==> src/rtl/hdmi_frame_gate.sv <==
// hdmi_frame_gate
//   Frame qualifier between the DVI receiver and the DMA write port, running
//   on the received pixel clock. It measures each frame's active width and
//   height and repacks RGB888 to RGB565. Pixels are forwarded (out_de) only
//   after LOCK_FRAMES consecutive frames of exactly H_DISP x V_DISP, so the
//   frame buffer never sees partial or wrong-mode frames after a hot-plug
//   or a mode change.
//
// Ports
//   clk, rst            pixel clock, asynchronous active-high reset
//   enable              gate enable, only looked at on frame boundaries
//   in_vs, in_de        input sync/enable (in_vs polarity set by VS_POL)
//   in_r/in_g/in_b      RGB888 input pixel
//   out_vs              active-high vsync, 1 cycle delay
//   out_de              gated data enable, 1 cycle delay
//   out_data            RGB565 pixel, 1 cycle delay
//   locked              high while the gate is passing frames
//   meas_h, meas_v      last line length / line count of the previous frame
//   frame_err           1-cycle pulse when a bad frame closes while locked
module hdmi_frame_gate #(
  parameter logic [11:0] H_DISP      = 12'd1280,
  parameter logic [11:0] V_DISP      = 12'd720,
  parameter logic        VS_POL      = 1'b1,
  parameter int          LOCK_FRAMES = 2
) (
  input  logic        clk,
  input  logic        rst,
  input  logic        enable,
  input  logic        in_vs,
  input  logic        in_de,
  input  logic [7:0]  in_r,
  input  logic [7:0]  in_g,
  input  logic [7:0]  in_b,
  output logic        out_vs,
  output logic        out_de,
  output logic [15:0] out_data,
  output logic        locked,
  output logic [11:0] meas_h,
  output logic [11:0] meas_v,
  output logic        frame_err
);

  localparam logic [1:0] ST_IDLE  = 2'd0;
  localparam logic [1:0] ST_SEEK  = 2'd1;
  localparam logic [1:0] ST_CHECK = 2'd2;
  localparam logic [1:0] ST_PASS  = 2'd3;

  localparam logic [3:0]  LOCK_N = 4'(LOCK_FRAMES);
  localparam logic [11:0] SAT    = 12'hFFF;

  logic [1:0]  state_q, state_d;
  logic [3:0]  good_q, good_d;
  logic        vs_prev_q, de_prev_q;
  logic [11:0] pix_q, pix_d;
  logic [11:0] line_q, line_d;
  logic [11:0] len_q, len_d;
  logic        bad_q, bad_d;
  logic        skip_q, skip_d;
  logic        pass_q;
  logic        err_d;
  logic        out_vs_q, out_de_q, err_q;
  logic [15:0] out_data_q;
  logic [11:0] meas_h_q, meas_v_q;

  logic        vs_n, fb, line_end, cnt_line, skip_now;
  logic [11:0] pix_inc, line_inc, lines_close, len_close;
  logic        bad_close;

  assign vs_n     = (in_vs == VS_POL);
  assign fb       = vs_n & ~vs_prev_q;
  assign line_end = de_prev_q & ~in_de;
  // A run that was already active at the frame boundary belongs to no frame.
  assign cnt_line = line_end & ~skip_q;
  assign skip_now = skip_q | (fb & in_de);

  assign pix_inc  = (pix_q  == SAT) ? pix_q  : pix_q  + 12'd1;
  assign line_inc = (line_q == SAT) ? line_q : line_q + 12'd1;

  // Closing-frame view at a boundary: a line ending on the boundary cycle
  // still belongs to the frame being closed.
  assign lines_close = cnt_line ? line_inc : line_q;
  assign len_close   = cnt_line ? pix_q    : len_q;
  assign bad_close   = bad_q | (cnt_line & (pix_q != H_DISP)) | in_de |
                       (lines_close != V_DISP);

  // Measurement counters
  always_comb begin
    pix_d  = pix_q;
    line_d = line_q;
    len_d  = len_q;
    bad_d  = bad_q;
    skip_d = skip_q;
    if (fb) begin
      pix_d  = '0;
      line_d = '0;
      len_d  = '0;
      bad_d  = 1'b0;
      skip_d = in_de;
    end else begin
      if (line_end)              pix_d = '0;
      else if (in_de & ~skip_q)  pix_d = pix_inc;
      if (cnt_line) begin
        line_d = line_inc;
        len_d  = pix_q;
        if (pix_q != H_DISP) bad_d = 1'b1;
      end
      if (line_end) skip_d = 1'b0;
    end
  end

  // Lock FSM, advances only on frame boundaries
  always_comb begin
    state_d = state_q;
    good_d  = good_q;
    err_d   = 1'b0;
    if (fb) begin
      case (state_q)
        ST_IDLE: if (enable) state_d = ST_SEEK;
        // First frame after enabling is partial: skip evaluation.
        ST_SEEK: state_d = enable ? ST_CHECK : ST_IDLE;
        ST_CHECK: begin
          if (!enable) begin
            state_d = ST_IDLE;
            good_d  = '0;
          end else if (bad_close) begin
            good_d  = '0;
          end else begin
            good_d = good_q + 4'd1;
            if (good_q + 4'd1 >= LOCK_N) state_d = ST_PASS;
          end
        end
        default: begin
          err_d = bad_close;
          if (!enable) begin
            state_d = ST_IDLE;
            good_d  = '0;
          end else if (bad_close) begin
            state_d = ST_CHECK;
            good_d  = '0;
          end
        end
      endcase
    end
  end

  always_ff @(posedge clk or posedge rst) begin
    if (rst) begin
      state_q    <= ST_IDLE;
      good_q     <= '0;
      vs_prev_q  <= 1'b0;
      de_prev_q  <= 1'b0;
      pix_q      <= '0;
      line_q     <= '0;
      len_q      <= '0;
      bad_q      <= 1'b0;
      skip_q     <= 1'b0;
      pass_q     <= 1'b0;
      err_q      <= 1'b0;
      meas_h_q   <= '0;
      meas_v_q   <= '0;
      out_vs_q   <= 1'b0;
      out_de_q   <= 1'b0;
      out_data_q <= '0;
    end else begin
      state_q    <= state_d;
      good_q     <= good_d;
      vs_prev_q  <= vs_n;
      de_prev_q  <= in_de;
      pix_q      <= pix_d;
      line_q     <= line_d;
      len_q      <= len_d;
      bad_q      <= bad_d;
      skip_q     <= skip_d;
      err_q      <= err_d;
      if (fb) begin
        // Gating decision is frozen for the whole upcoming frame.
        pass_q   <= (state_d == ST_PASS);
        meas_h_q <= len_close;
        meas_v_q <= lines_close;
      end
      out_vs_q   <= vs_n;
      out_de_q   <= in_de & pass_q & ~skip_now;
      out_data_q <= {in_r[7:3], in_g[7:2], in_b[7:3]};
    end
  end

  assign out_vs    = out_vs_q;
  assign out_de    = out_de_q;
  assign out_data  = out_data_q;
  assign locked    = (state_q == ST_PASS);
  assign meas_h    = meas_h_q;
  assign meas_v    = meas_v_q;
  assign frame_err = err_q;

endmodule

==> config.mk <==
export PLATFORM = sky130hd
export DESIGN_NAME = hdmi_frame_gate
export DESIGN_NICKNAME = d
export VERILOG_FILES = /design/src/rtl/hdmi_frame_gate.sv
export SDC_FILE = /design/constraint.sdc
export NUM_CORES = 1
export LEC_CHECK = 0
export ABC_AREA = 1
export CORE_MARGIN = 5
export CORE_UTILIZATION = 48
export DETAILED_ROUTE_END_ITERATION = 8
export HOLD_SLACK_MARGIN = 0.12
export PLACE_DENSITY = 0.77
export SLEW_MARGIN = 20
export SYNTH_ARGS = -nofsm -noshare
export SYNTH_HDL_FRONTEND = slang
export SYNTH_SLANG_ARGS = --single-unit
==> constraint.sdc <==
create_clock -name clk -period 3.1 [get_ports clk]
set_input_delay 0.93 -clock clk [delete_from_list [all_inputs] [get_ports clk]]
set_output_delay 0.93 -clock clk [all_outputs]
set_load 0.005 [all_outputs]
; After elaboration in Yosys (flattened, before gate mapping)
; Index checks and enable logic that the tools add are counted.
[totals]
out_inout_bits = 44
register_bits = 89
elab_cells = 86
latchBits = 0
mem_count = 0
mem_bits_rw = 0
mem_bits_ro = 0
in_bits = 29
[classes]
muxes = 30
shifts = 0
n_mul = 0
n_div = 0
reduce_logical = 10
bitwise = 17
addsub = 3
eq_ne = 10
order_cmp = 1
[ops]
columns = operator, n
row1 = 2-to-1 mux 12 bit, 9
row2 = adder 12 x 1 -> 12 bit (second input constant), 2
row3 = == test 12 bit (second input constant), 2
row4 = 2-to-1 mux 2 bit, 8
row5 = 2-to-1 mux 4 bit, 4
row6 = inequality test 12 x 10 -> 1 bit (second input constant), 1
row7 = inequality test 12 x 11 -> 1 bit (second input constant), 1
row8 = bitwise AND 1 bit, 8
row9 = one-hot mux 4 bit (2 select lines), 1
row10 = 2-to-1 mux 1 bit, 7
row11 = == test 2 bit (second input constant), 3
row12 = one-hot mux 2 bit (3 select lines), 1
row13 = nonzero test 2 bit, 3
row14 = inverter 1 bit, 5
row15 = adder 4 x 1 -> 4 bit (second input constant), 1
row16 = greater-or-equal comparator 4 x 2 -> 1 bit (second input constant), 1
row17 = OR 1 bit, 4
row18 = AND reduction 2 bit, 2
row19 = inequality test 3 x 1 -> 1 bit (second input constant), 1
row20 = inequality test 3 bit (second input constant), 1
row21 = AND reduction 3 bit, 1
row22 = nonzero test 3 bit, 1
row23 = OR reduction 3 bit, 1
row24 = == test 2 x 1 -> 1 bit (second input constant), 1
row25 = other kinds (2), 2

; Logic depth before layout (Yosys ltp)
; Gate-level depths: netlist of the first run.
[logic_depth]
depth_word = 12
mapped_depth = 18
ltp_nobuf = 17

; Worst setup path after synthesis of the first run
; OpenSTA, ideal clock, no wires.
[synth_timing]
kind = input to register
start = in in_de
end = reg good_q[1]
setup_ns = 0.116
cell_stages = 17
arrival_time_ns = 2.287
path_buffers = 1
slack_ns = 0.696
t_required_ns = 2.984
path_cell_list = inv_2 > nand2_2 > nor2_4 > buf_6 > nand2_1 > nand2_1 > nand2_1 > nor2_2 > nand2_1 > inv_1 > nand2_1 > nor2_4 > nand3_2 > nand3_2 > inv_1 > nand2_1 > nand2_1
[synth_via]
elab_chain_cells = 10
elab_cells_between_ends = 14
classes_between = eq/ne: 2 / mux: 4 / bitwise: 7 / reduce/logical: 1
[synth_lines]
columns = item, line
row1 = "start, declared", 30  ; input logic in_de,
row2 = branches (longest 6 deep; another with 2-to-1 mux 12 bit), n/a
row3 = OR 1 bit *, 83  ; assign bad_close = bad_q | (cnt_line & (pix_q != H_DISP)) | in_de |
row4 = 2-to-1 mux 4 bit, 125  ; end else if (bad_close) begin
row5 = 2-to-1 mux 4 bit, 122  ; if (!enable) begin
row6 = one-hot mux 4 bit (2 select lines), 117  ; case (state_q)
row7 = "end signal, assigned", 166  ; good_q <= good_d;
row8 = "end, declared", 52  ; logic [3:0] good_q, good_d;
; Mark *: on every way between the ends.
; A chain may end at the register's enable or synchronous reset.

; Worst setup path in the final report of the first run
; Ends and elaborated chain as after synthesis.

==> results of run 1 <==
## report_power, final
group / switching [uW] / internal (uW) / total [uW]
Sequential: 65.0 / 1250 / 1320
Clock: 448 / 464 / 912
Combinational: 219 / 197 / 416
Total: 732 / 1920 / 2650
## path summary, 6_finish.rpt
| kind | startpoint | to | cells past startpoint |
|---|---|---|---|
| worst max-delay path | in_de | good_q[1]$_DFFE_PP0P_ | 17 |
| worst min-delay path | meas_v[10]$_DFFE_PP0P_ | meas_v[10]$_DFFE_PP0P_ | 2 |
| worst max register to register | line_q[0]$_DFF_PP0_ | good_q[1]$_DFFE_PP0P_ | 16 |
| worst min register to register | meas_v[10]$_DFFE_PP0P_ | meas_v[10]$_DFFE_PP0P_ | 2 |
| max in group asynchronous | rst | len_q[9]$_DFF_PP0_ | 3 |
| min in group asynchronous | rst | meas_v[4]$_DFFE_PP0P_ | 2 |
## critical path, stage by stage
cell and delay (ps):
clkdlybuf4s50_1 450, inv_2 110, nand2_2 80, nor2_4 280
nand3_1 140, nand2_1 90, nand3_1 100, inv_1 100
nand2_1 50, nor2_1 90, nand2_1 90, nor2_4 150
nand3_2 100, nand3_2 120, inv_1 70, nand2_1 60
nand2_1 50
## synth_stat cells, types with 3 or more instances
master	n
nor2_1	47
nand2_1	130
clkbuf_1	9
o21ai_0	48
ha_1	5
nor3_1	7
nor2_2	3
inv_2	3
a21oi_1	8
nand3_2	5
buf_1	3
dfrtp_1	89
nand3_1	24
inv_1	61
nor2_4	7
nand4_1	16
nand2_2	8
## metrics by stage
| stage | TNS [ps] | cells |
|---|---|---|
| floorplan | 0 | 496 |
| global placement | 0 | 676 |
| detailed placement | -112 | 676 |
| CTS | 0 | 692 |
| global route | 0 | 692 |
| finish | 0 | 692 |
## sequential cells by signal, summed over array words and instances (netlist names)
register	flops
good_q	4
len_q	12
meas_h	12
pass_q	1
out_data	16
bad_q	1
skip_q	1
out_vs	1
meas_v	12
line_q	12
pix_q	12
de_prev_q	1
state_q	2
out_de	1
frame_err	1
## per-layer routing
metal	wire length (um)	track usage, %
met2	5090	34.3
met5	0	0
met1	4010	23.9
met3	410	4.49
met4	68	5.08
## kinds of logic after synthesis
group,Yosys count,share of synthesized area [%]
AOI/OAI and AO/OA,63,8.07
xor gates and xnor gates,3,0.628
adders and majority gates,5,1.49
buffers and inverters,81,7.68
DFF,89,53.2
and+or+nand+nor,255,28.9
## area by class of cell
cell class / count / area share (%)
flip-flops and latches: 89 / 41.9
multi-input cells: 326 / 30.8
repair buffers: 88 / 15.9
clock inverters: 7 / 1.90
well taps: 108 / 2.54
inverters: 65 / 4.68
clock buffers: 9 / 2.33
==> flow_summary_export.csv, run 1 <==
group,metric,value,unit
final_layout,layout-area-overhead-vs-synth,27.1,%
synthesis,synth.ff_latch_count,89,
synthesis,yosys.cell_types.count,34,
sta,worst_slack,282,ps
global_routing,grt_start_max_net_pins,39,
floorplanning,placeableCoreArea,8590,um2
synthesis,synth-edff-count,0,
final_layout,layout_cell_share_with_drive_strength_beyond_1,12.5,%
floorplanning,fp-row-count,34,
sta,worst_hold_slack,492,ps
setup_path,crit_required,3350,ps
synthesis,synth_top_area_share,53.2,%
place,place_congestion,0.901,
place,place.detailed.hpwl,6.92,mm
sta,timing.max_slew.rel_slack,51.9,%
setup_path,setup.worst_path.start_class,"primary input",
final_layout,most_common_cell_after_layout_fill_and_taps_aside,"nand2_1",
drt,number_of_nets_with_antenna_violations_after_routing,0,
place,dp_worst_setup_slack,-47.7,ps
setup_path,ff2ff_setup_slack,690,ps
cts,insertion_delay,350,ps
final_layout,mostFrequentLayoutCells,"nand2_1, dfrtp_1, clkdlybuf4s50_1",
drt,vias,3534,
sta,setup_violations,0,
final_layout,area.sequential,2230,um2
place,cell_area_placed,5100,um2
status,run_status,"completed",
cts,post-cts-setup-buffer-count,0,
cts,cts_made_buffers,9,
pwr,total_power_divided_by_cell_area,497,nW/um2
pwr,power.static_leakage,0.00249,uW
synthesis,asyncSetResetFlopFracSynth,100,%
final_layout,diodes,0,
floorplanning,initial_core_util,48.7,%
cts,postCtsHoldBufs,0,
sta,finalHoldViolations,0,
setup_path,capturing_element_type_of_the_critical_path,"register",
final_layout,final_util,61.9,%
floorplanning,io-pin-count,73,
final_layout,finalInstanceArea,5320,um2
drt,wire_per_inst,13.8,um
sta,grt_setup_unrepaired,"no",
cts,clkSlewWorstSetupHoldPaths,90,ps
global_routing,number_of_antenna_violations_at_the_first_check_in_global_routing,0,
min_path,worstHoldPathType,"reg -> reg",
global_routing,grt_pass1_wl,16.2,mm
drt,routed_via_density,5.11,
final_layout,fin_nets,613,
setup_path,worst-endpoint-arrival,3070,ps
synthesis,synth.largest_area_cell,"dfrtp_1",
cts,tritoncts,"yes",
final_layout,multiInputGateArea,1640,um2
synthesis,synth_warnings,0,
cts,cts.sinks,89,
global_routing,via_count_of_the_first_global_routing_pass,3540,
run,cap_violations,0,
pwr,ir_worst_vdd,0.000383,V
drt,drc,0,
cts,htree_depth,3,
synthesis,synth-seq-area-share,53.2,%
floorplanning,design.die.area,10700,um2
synthesis,synth.area.top_cells,"dfrtp_1, nand2_1, o21ai_0",
setup_path,timing_worst_setup_path_type,"in -> reg",
synthesis,synth_area_per_cell,8.44,um2
sta,final-max-slew-violation-count,0,
setup_path,worst-path-max-fanout,12,
place,buffer_ports.inserted,64,
sta,timing.final.crit_period,2820,ps
pwr,total_power,2650,uW
cts,clk_path_buf_depth,2,
synthesis,postSynthCellCount,496,
sta,fmax,0.355,GHz
cts,ctsResizeCount,0,
cts,clockRootBuffer,"clkbuf_8",
sta,fin_skew,8.64,ps
synthesis,synth_nets,530,
drt,drt_first_pass_iters,5,
drt,routed_wirelength,9.58,mm
floorplanning,die_width,103,um
global_routing,groute.usage.overall,19.4,%
synthesis,yosys_most_used_dff,"dfrtp_1",
floorplanning,die_height,103,um
sta,tightest_slew,719,ps
drt,drt-initial-drc-count,143,
synthesis,netlist_area,4190,um2
sta,timing.final.crit_share,90.9,%
final_layout,layout.filler_cells,752,
global_routing,gr-total-overflow,0,
Note: power is estimated with default switching activity, not from simulation.
==> run 2, diff against run 1 <==
==> constraint.sdc (replaced) <==
create_clock -name clk -period 3.1 [get_ports clk]
set_input_delay 0.31 -clock clk [delete_from_list [all_inputs] [get_ports clk]]
set_output_delay 0.31 -clock clk [all_outputs]
set_load 0.005 [all_outputs]
==> run 2 against run 1 <==
Against the previous run:
- critical path depth decreased by 1
- fmax increased by 16%
- utilization is 2.2 points lower
- combinational power down 6.5%
- register-to-register slack worse by 20 ps
- total power down 4.0%
- routed wire length shrank 7.1%
- global-route usage shrank 1.2 points
- setup slack improved by 390 ps
- via count decreased by 2.9%
- design area decreased by 3.5%
- die area is the same
==> flow_summary_export.csv, run 2 (synthesis gave the netlist of run 1 again) <==
group,metric,value,unit
floorplanning,io-pin-count,73,
setup_path,crit_required,3360,ps
cts,htree_depth,3,
drt,drc,0,
sta,timing.max_slew.rel_slack,66.7,%
cts,insertion_delay,360,ps
setup_path,path_cells,"ha_1 > nand2_1 > nor2_4 > nand3_4 > nand3b_1 > nand2_1 > nor2_2 > nand2_1 > inv_1 > nand2_1 > nor2_4 > nand3_2 > nand3_2 > inv_1 > nand2_1 > nand2_1",
setup_path,worst-path-max-fanout,8,
floorplanning,initial_core_util,48.7,%
min_path,worstHoldPathType,"in -> async",
setup_path,setup.worst_path.start_class,"register",
drt,drt-initial-drc-count,208,
sta,setup_tns,0,ps
sta,finalHoldViolations,0,
cts,postCtsHoldBufs,0,
drt,drt_first_pass_iters,7,
floorplanning,die_height,103,um
run,cap_violations,0,
status,run_status,"completed",
sta,fin_skew,10.6,ps
cts,post-cts-setup-buffer-count,0,
cts,clockRootBuffer,"clkbuf_8",
setup_path,timing.critical_path.buf_inv,2,
sta,grt_setup_unrepaired,"no",
setup_path,crit_family,"simple AND/OR/NAND/NOR gates",
cts,cts.sinks,89,
floorplanning,placeableCoreArea,8590,um2
cts,tritoncts,"yes",
final_layout,layout.filler_cells,755,
drt,routed_via_density,5.11,
global_routing,gr-total-overflow,0,
final_layout,mostFrequentLayoutCells,"nand2_1, dfrtp_1, clkdlybuf4s50_1",
sta,timing.final.crit_share,78.3,%
floorplanning,design.die.area,10700,um2
final_layout,layout.cells.non_filler,672,
cts,ctsResizeCount,0,
place,buffer_ports.inserted,64,
final_layout,diodes,0,
final_layout,largest_register_ffs,16,
place,placed_cells,656,
place,place.detailed.hpwl,6.25,mm
drt,routed_wirelength,8.90,mm
setup_path,capturing_element_type_of_the_critical_path,"register",
final_layout,layout-area-overhead-vs-synth,22.7,%
global_routing,grt_pass1_wl,15.4,mm
pwr,ir_worst_vdd,0.000366,V
drt,number_of_nets_with_antenna_violations_after_routing,0,
setup_path,timing_worst_setup_path_type,"reg -> reg",
global_routing,number_of_antenna_violations_at_the_first_check_in_global_routing,0,
global_routing,grt_start_max_net_pins,90,
drt,vias,3431,
drt,wire_per_inst,13.2,um
place,place_congestion,0.866,
sta,fmax,0.412,GHz
setup_path,cp_slowest_stage_delay,450,ps
pwr,total_power_divided_by_cell_area,495,nW/um2
cts,clk_path_buf_depth,2,
sta,worst_hold_slack,345,ps
cts,clkSlewWorstSetupHoldPaths,100,ps
floorplanning,die_width,103,um
sta,timing.final.crit_period,2430,ps
sta,final-max-slew-violation-count,0,
final_layout,fin_nets,593,
setup_path,worst-endpoint-arrival,2680,ps
floorplanning,fp-row-count,34,
cts,cts_made_buffers,9,
setup_path,cpMaxStageDelayCell,"dfrtp_1",
setup_path,crit_top_cell,"nand2_1",
pwr,power.static_leakage,0.00238,uW
global_routing,via_count_of_the_first_global_routing_pass,3423,
final_layout,most_common_cell_after_layout_fill_and_taps_aside,"nand2_1",
sta,setup_violations,0,
final_layout,finalInstanceArea,5140,um2
place,cell_area_placed,4930,um2
sta,tightest_slew,499,ps
final_layout,final_util,59.8,%
final_layout,layout_cell_share_with_drive_strength_beyond_1,9.40,%
global_routing,groute.usage.overall,18.2,%
## run 2: cell types whose count changed in the layout (fill, tap and decap cells not counted)
cell / previous run / this run
buf_4: 22 / 3
buf_12: 2 / 1
clkinvlp_4: 2 / 1
inv_8: 1 / 0
bufinv_16: 2 / 1
inv_6: 2 / 4
clkinv_4: 0 / 1
## run 2: area by class of cell
| class | count | area (um2) | share of cell area (%) |
|---|---|---|---|
| Tap cell | 108 | 135 | 2.63 |
| Timing Repair Buffer | 68 | 683 | 13.3 |
| Sequential cell | 89 | 2230 | 43.4 |
| Inverter | 65 | 246 | 4.80 |
| Clock inverter | 7 | 81.3 | 1.58 |
| Multi-Input combinational cell | 326 | 1640 | 31.9 |
| Clock buffer | 9 | 124 | 2.41 |
## run 2: final timing paths
kind | cells after the start | slack, ps | to | start
setup / recovery | 16 | 670 | good_q[1]$_DFFE_PP0P_ | line_q[0]$_DFF_PP0_
hold / removal | 3 | 340 | out_data[14]$_DFF_PP0_ | rst
setup reg to reg | 16 | 670 | good_q[1]$_DFFE_PP0P_ | line_q[0]$_DFF_PP0_
hold reg to reg | 2 | 490 | meas_v[10]$_DFFE_PP0P_ | meas_v[10]$_DFFE_PP0P_
max in group asynchronous | 3 | 2390 | pix_q[8]$_DFFE_PP0P_ | rst
min in group clk | 1 | 370 | out_data[5]$_DFF_PP0_ | in_g[2]
## run 2: report_power, final
group / switching, uW / internal, uW
clock: 449 / 386
sequential: 62.8 / 1250
combinational: 207 / 181
total: 719 / 1820
## run 2: per-stage QoR
| stage | setup WS (ps) | power (uW) |
|---|---|---|
| 2_1_floorplan | 483 | 1540 |
| 3_3_place_gp | 456 | 1720 |
| 3_5_place_dp | 357 | 1730 |
| 4_1_cts | 721 | 2570 |
| 5_1_grt | 461 | 2690 |
| 6_report | 672 | 2540 |
## run 2: per-layer routing
layer / global-route usage [%] / routed length (um) / vias up
met4: 5.88 / 131 / 0
li1: - / - / 1701
met2: 31.8 / 4610 / 73
met5: 0 / 0 / -
met3: 4.43 / 381 / 14
met1: 22.1 / 3780 / 1643
## run 2: worst min-delay path, stage by stage
cell and delay (ps):
clkdlybuf4s50_1 410, clkinv_2 60, buf_12 360
==> run 3, diff against run 2 <==
--- a/config.mk
+++ b/config.mk
@@ -7,10 +7,10 @@
 export LEC_CHECK = 0
 export ABC_AREA = 1
 export CORE_MARGIN = 5
-export CORE_UTILIZATION = 48
+export CORE_UTILIZATION = 50
 export DETAILED_ROUTE_END_ITERATION = 8
 export HOLD_SLACK_MARGIN = 0.12
-export PLACE_DENSITY = 0.77
+export PLACE_DENSITY = 0.76
 export SLEW_MARGIN = 20
 export SYNTH_ARGS = -nofsm -noshare
 export SYNTH_HDL_FRONTEND = slang
==> constraint.sdc (replaced) <==
create_clock -name clk -period 2.45 [get_ports clk]
set_input_delay 0.245 -clock clk [delete_from_list [all_inputs] [get_ports clk]]
set_output_delay 0.245 -clock clk [all_outputs]
set_load 0.005 [all_outputs]
==> run 3 against run 2 <==
Against the previous run:
- combinational power is 36% higher
- clock skew is 5.5 ps higher
- global-route usage is 1.4 points higher
- setup slack worse by 480 ps
- sequential share of layout area is 1.2 points lower
- register-to-register slack worse by 480 ps
- sequential power is 27% higher
- first-iteration DRC count is 37% lower
- fmax is 7.3% higher
- clock power is 35% higher
- clock-buffer cell count stayed put
- die area is 3.6% lower
==> flow_summary_export.csv, run 3 (synthesis gave the netlist of run 1 again) <==
group,metric,value,unit
status,run_status,"completed",
final_layout,layout-area-overhead-vs-synth,26.2,%
global_routing,via_count_of_the_first_global_routing_pass,3479,
place,place.detailed.hpwl,6.84,mm
global_routing,grt_start_max_net_pins,57,
pwr,total_power_divided_by_cell_area,630,nW/um2
drt,number_of_nets_with_antenna_violations_after_routing,0,
drt,vias,3466,
pwr,power.static_leakage,0.00246,uW
final_layout,diodes,0,
setup_path,worst-endpoint-arrival,2520,ps
floorplanning,design.die.area,10300,um2
floorplanning,die_height,101,um
floorplanning,initial_core_util,51.2,%
setup_path,setup.worst_path.start_class,"register",
floorplanning,fp-row-count,33,
global_routing,gr-total-overflow,0,
sta,timing.final.crit_period,2260,ps
min_path,worstHoldPathType,"in -> async",
cts,clkSlewWorstSetupHoldPaths,100,ps
sta,finalHoldViolations,0,
cts,clk_path_buf_depth,2,
drt,wire_per_inst,14.1,um
floorplanning,io-pin-count,73,
cts,cts.sinks,89,
cts,clockRootBuffer,"clkbuf_8",
global_routing,grt_pass1_wl,16.1,mm
cts,cts_made_buffers,9,
global_routing,groute.usage.overall,19.6,%
final_layout,layout.cells.non_filler,681,
pwr,total_power,3330,uW
final_layout,finalInstanceArea,5280,um2
cts,insertion_delay,360,ps
setup_path,cpMaxStageDelayCell,"dfrtp_2",
pwr,ir_worst_vdd,0.000423,V
drt,routed_wirelength,9.59,mm
drt,drc,0,
final_layout,final_util,64.6,%
setup_path,crit_required,2700,ps
setup_path,cp_slowest_stage_delay,430,ps
sta,fmax,0.442,GHz
sta,tightest_slew,671,ps
floorplanning,die_width,101,um
final_layout,mostFrequentLayoutCells,"nand2_1, dfrtp_1, clkdlybuf4s50_1",
final_layout,most_common_cell_after_layout_fill_and_taps_aside,"nand2_1",
setup_path,path_cells,"ha_4 > nand2_1 > nor2_4 > nand3_4 > nand3b_1 > nand2_1 > nor2_2 > nand2_1 > inv_1 > nand2_1 > nor2_4 > nand3_2 > nand3_2 > inv_1 > nand2_1 > nand2_1",
sta,final-max-slew-violation-count,0,
final_layout,layout_cell_share_with_drive_strength_beyond_1,11.8,%
final_layout,layout.filler_cells,691,
run,cap_violations,0,
cts,htree_depth,3,
global_routing,number_of_antenna_violations_at_the_first_check_in_global_routing,0,
drt,drt-initial-drc-count,132,
sta,fin_skew,16.1,ps
setup_path,ff2ff_setup_slack,190,ps
floorplanning,placeableCoreArea,8180,um2
place,place_congestion,0.868,
setup_path,worst-path-max-fanout,8,
place,cell_area_placed,5020,um2
place,buffer_ports.inserted,64,
final_layout,largest_register_ffs,16,
setup_path,capturing_element_type_of_the_critical_path,"register",
sta,setup_violations,0,
drt,drt_first_pass_iters,5,
sta,timing.final.crit_share,92.3,%
setup_path,crit_top_cell,"nand2_1",
setup_path,timing_worst_setup_path_type,"reg -> reg",
cts,tritoncts,"yes",
sta,grt_setup_unrepaired,"yes",
final_layout,fin_nets,605,
drt,routed_via_density,5.09,
place,placed_cells,662,
sta,timing.max_slew.rel_slack,55.1,%
[run 3: per-stage QoR]
step | hold WS (ps) | setup slack, ps | TNS (ps)
after floorplan | 276 | 443 | 0
final | 315 | 188 | 0
after CTS | 310 | 95.8 | 0
after global routing | 296 | -20.1 | -33.8
after global placement | 467 | 17.2 | 0
after detailed placement | 473 | -52.9 | -132
[run 3: worst max-delay path, delay by kind of cell, from the launching register on]
kind,cells,cell delay [ps]
DFF,1,430
and+or+nand+nor,13,1410
adders and majority gates,1,180
buffers and inverters,2,130
[run 3: metal layers]
layer  GRT usage (%)  part of all wire (%)  wire length (um)  vias to the layer above
li1                -                     -                 -                     1723
met1            24.3                    42              4010                     1646
met2            34.5                    53              5050                       84
met3            4.13                   4.4               419                       13
met4            5.93                   1.1               108                        0
met5               0                     0                 0                        -
[run 3: report_power, final]
part	total (uW)	switching, uW	internal (uW)	leakage [uW]
logic	528	278	250	0.00118
registers	1670	79.6	1590	0.00116
clock network	1130	549	584	0.000111
total	3330	907	2420	0.00246
[run 3: repair_timing]
item                       4_1_cts  5_1_grt
gates resized for setup          0        4
buffers inserted                 0        3
hold buffers                     0        0
setup endpoints to repair        0        9
[run 3: final cells by class]
| type | instances | area (um2) | share of cell area, % |
|---|---|---|---|
| well taps | 105 | 131 | 2.49 |
| flip-flops and latches | 89 | 2230 | 42.2 |
| clock buffers | 9 | 124 | 2.34 |
| inverters | 65 | 249 | 4.71 |
| clock inverters | 7 | 98.8 | 1.87 |
| repair buffers | 80 | 798 | 15.1 |
| multi-input cells | 326 | 1650 | 31.3 |
[run 3: path summary, 6_finish.rpt]
check,startpoint,end,depth (start not counted)
setup / recovery,line_q[0]$_DFF_PP0_,good_q[3]$_DFFE_PP0P_,16
hold / removal,rst,line_q[3]$_DFF_PP0_,2
setup reg to reg,line_q[0]$_DFF_PP0_,good_q[3]$_DFFE_PP0P_,16
hold reg to reg,meas_v[8]$_DFFE_PP0P_,meas_v[8]$_DFFE_PP0P_,2
max in group asynchronous,rst,pix_q[9]$_DFFE_PP0P_,3
min in group clk,in_r[4],out_data[12]$_DFF_PP0_,1
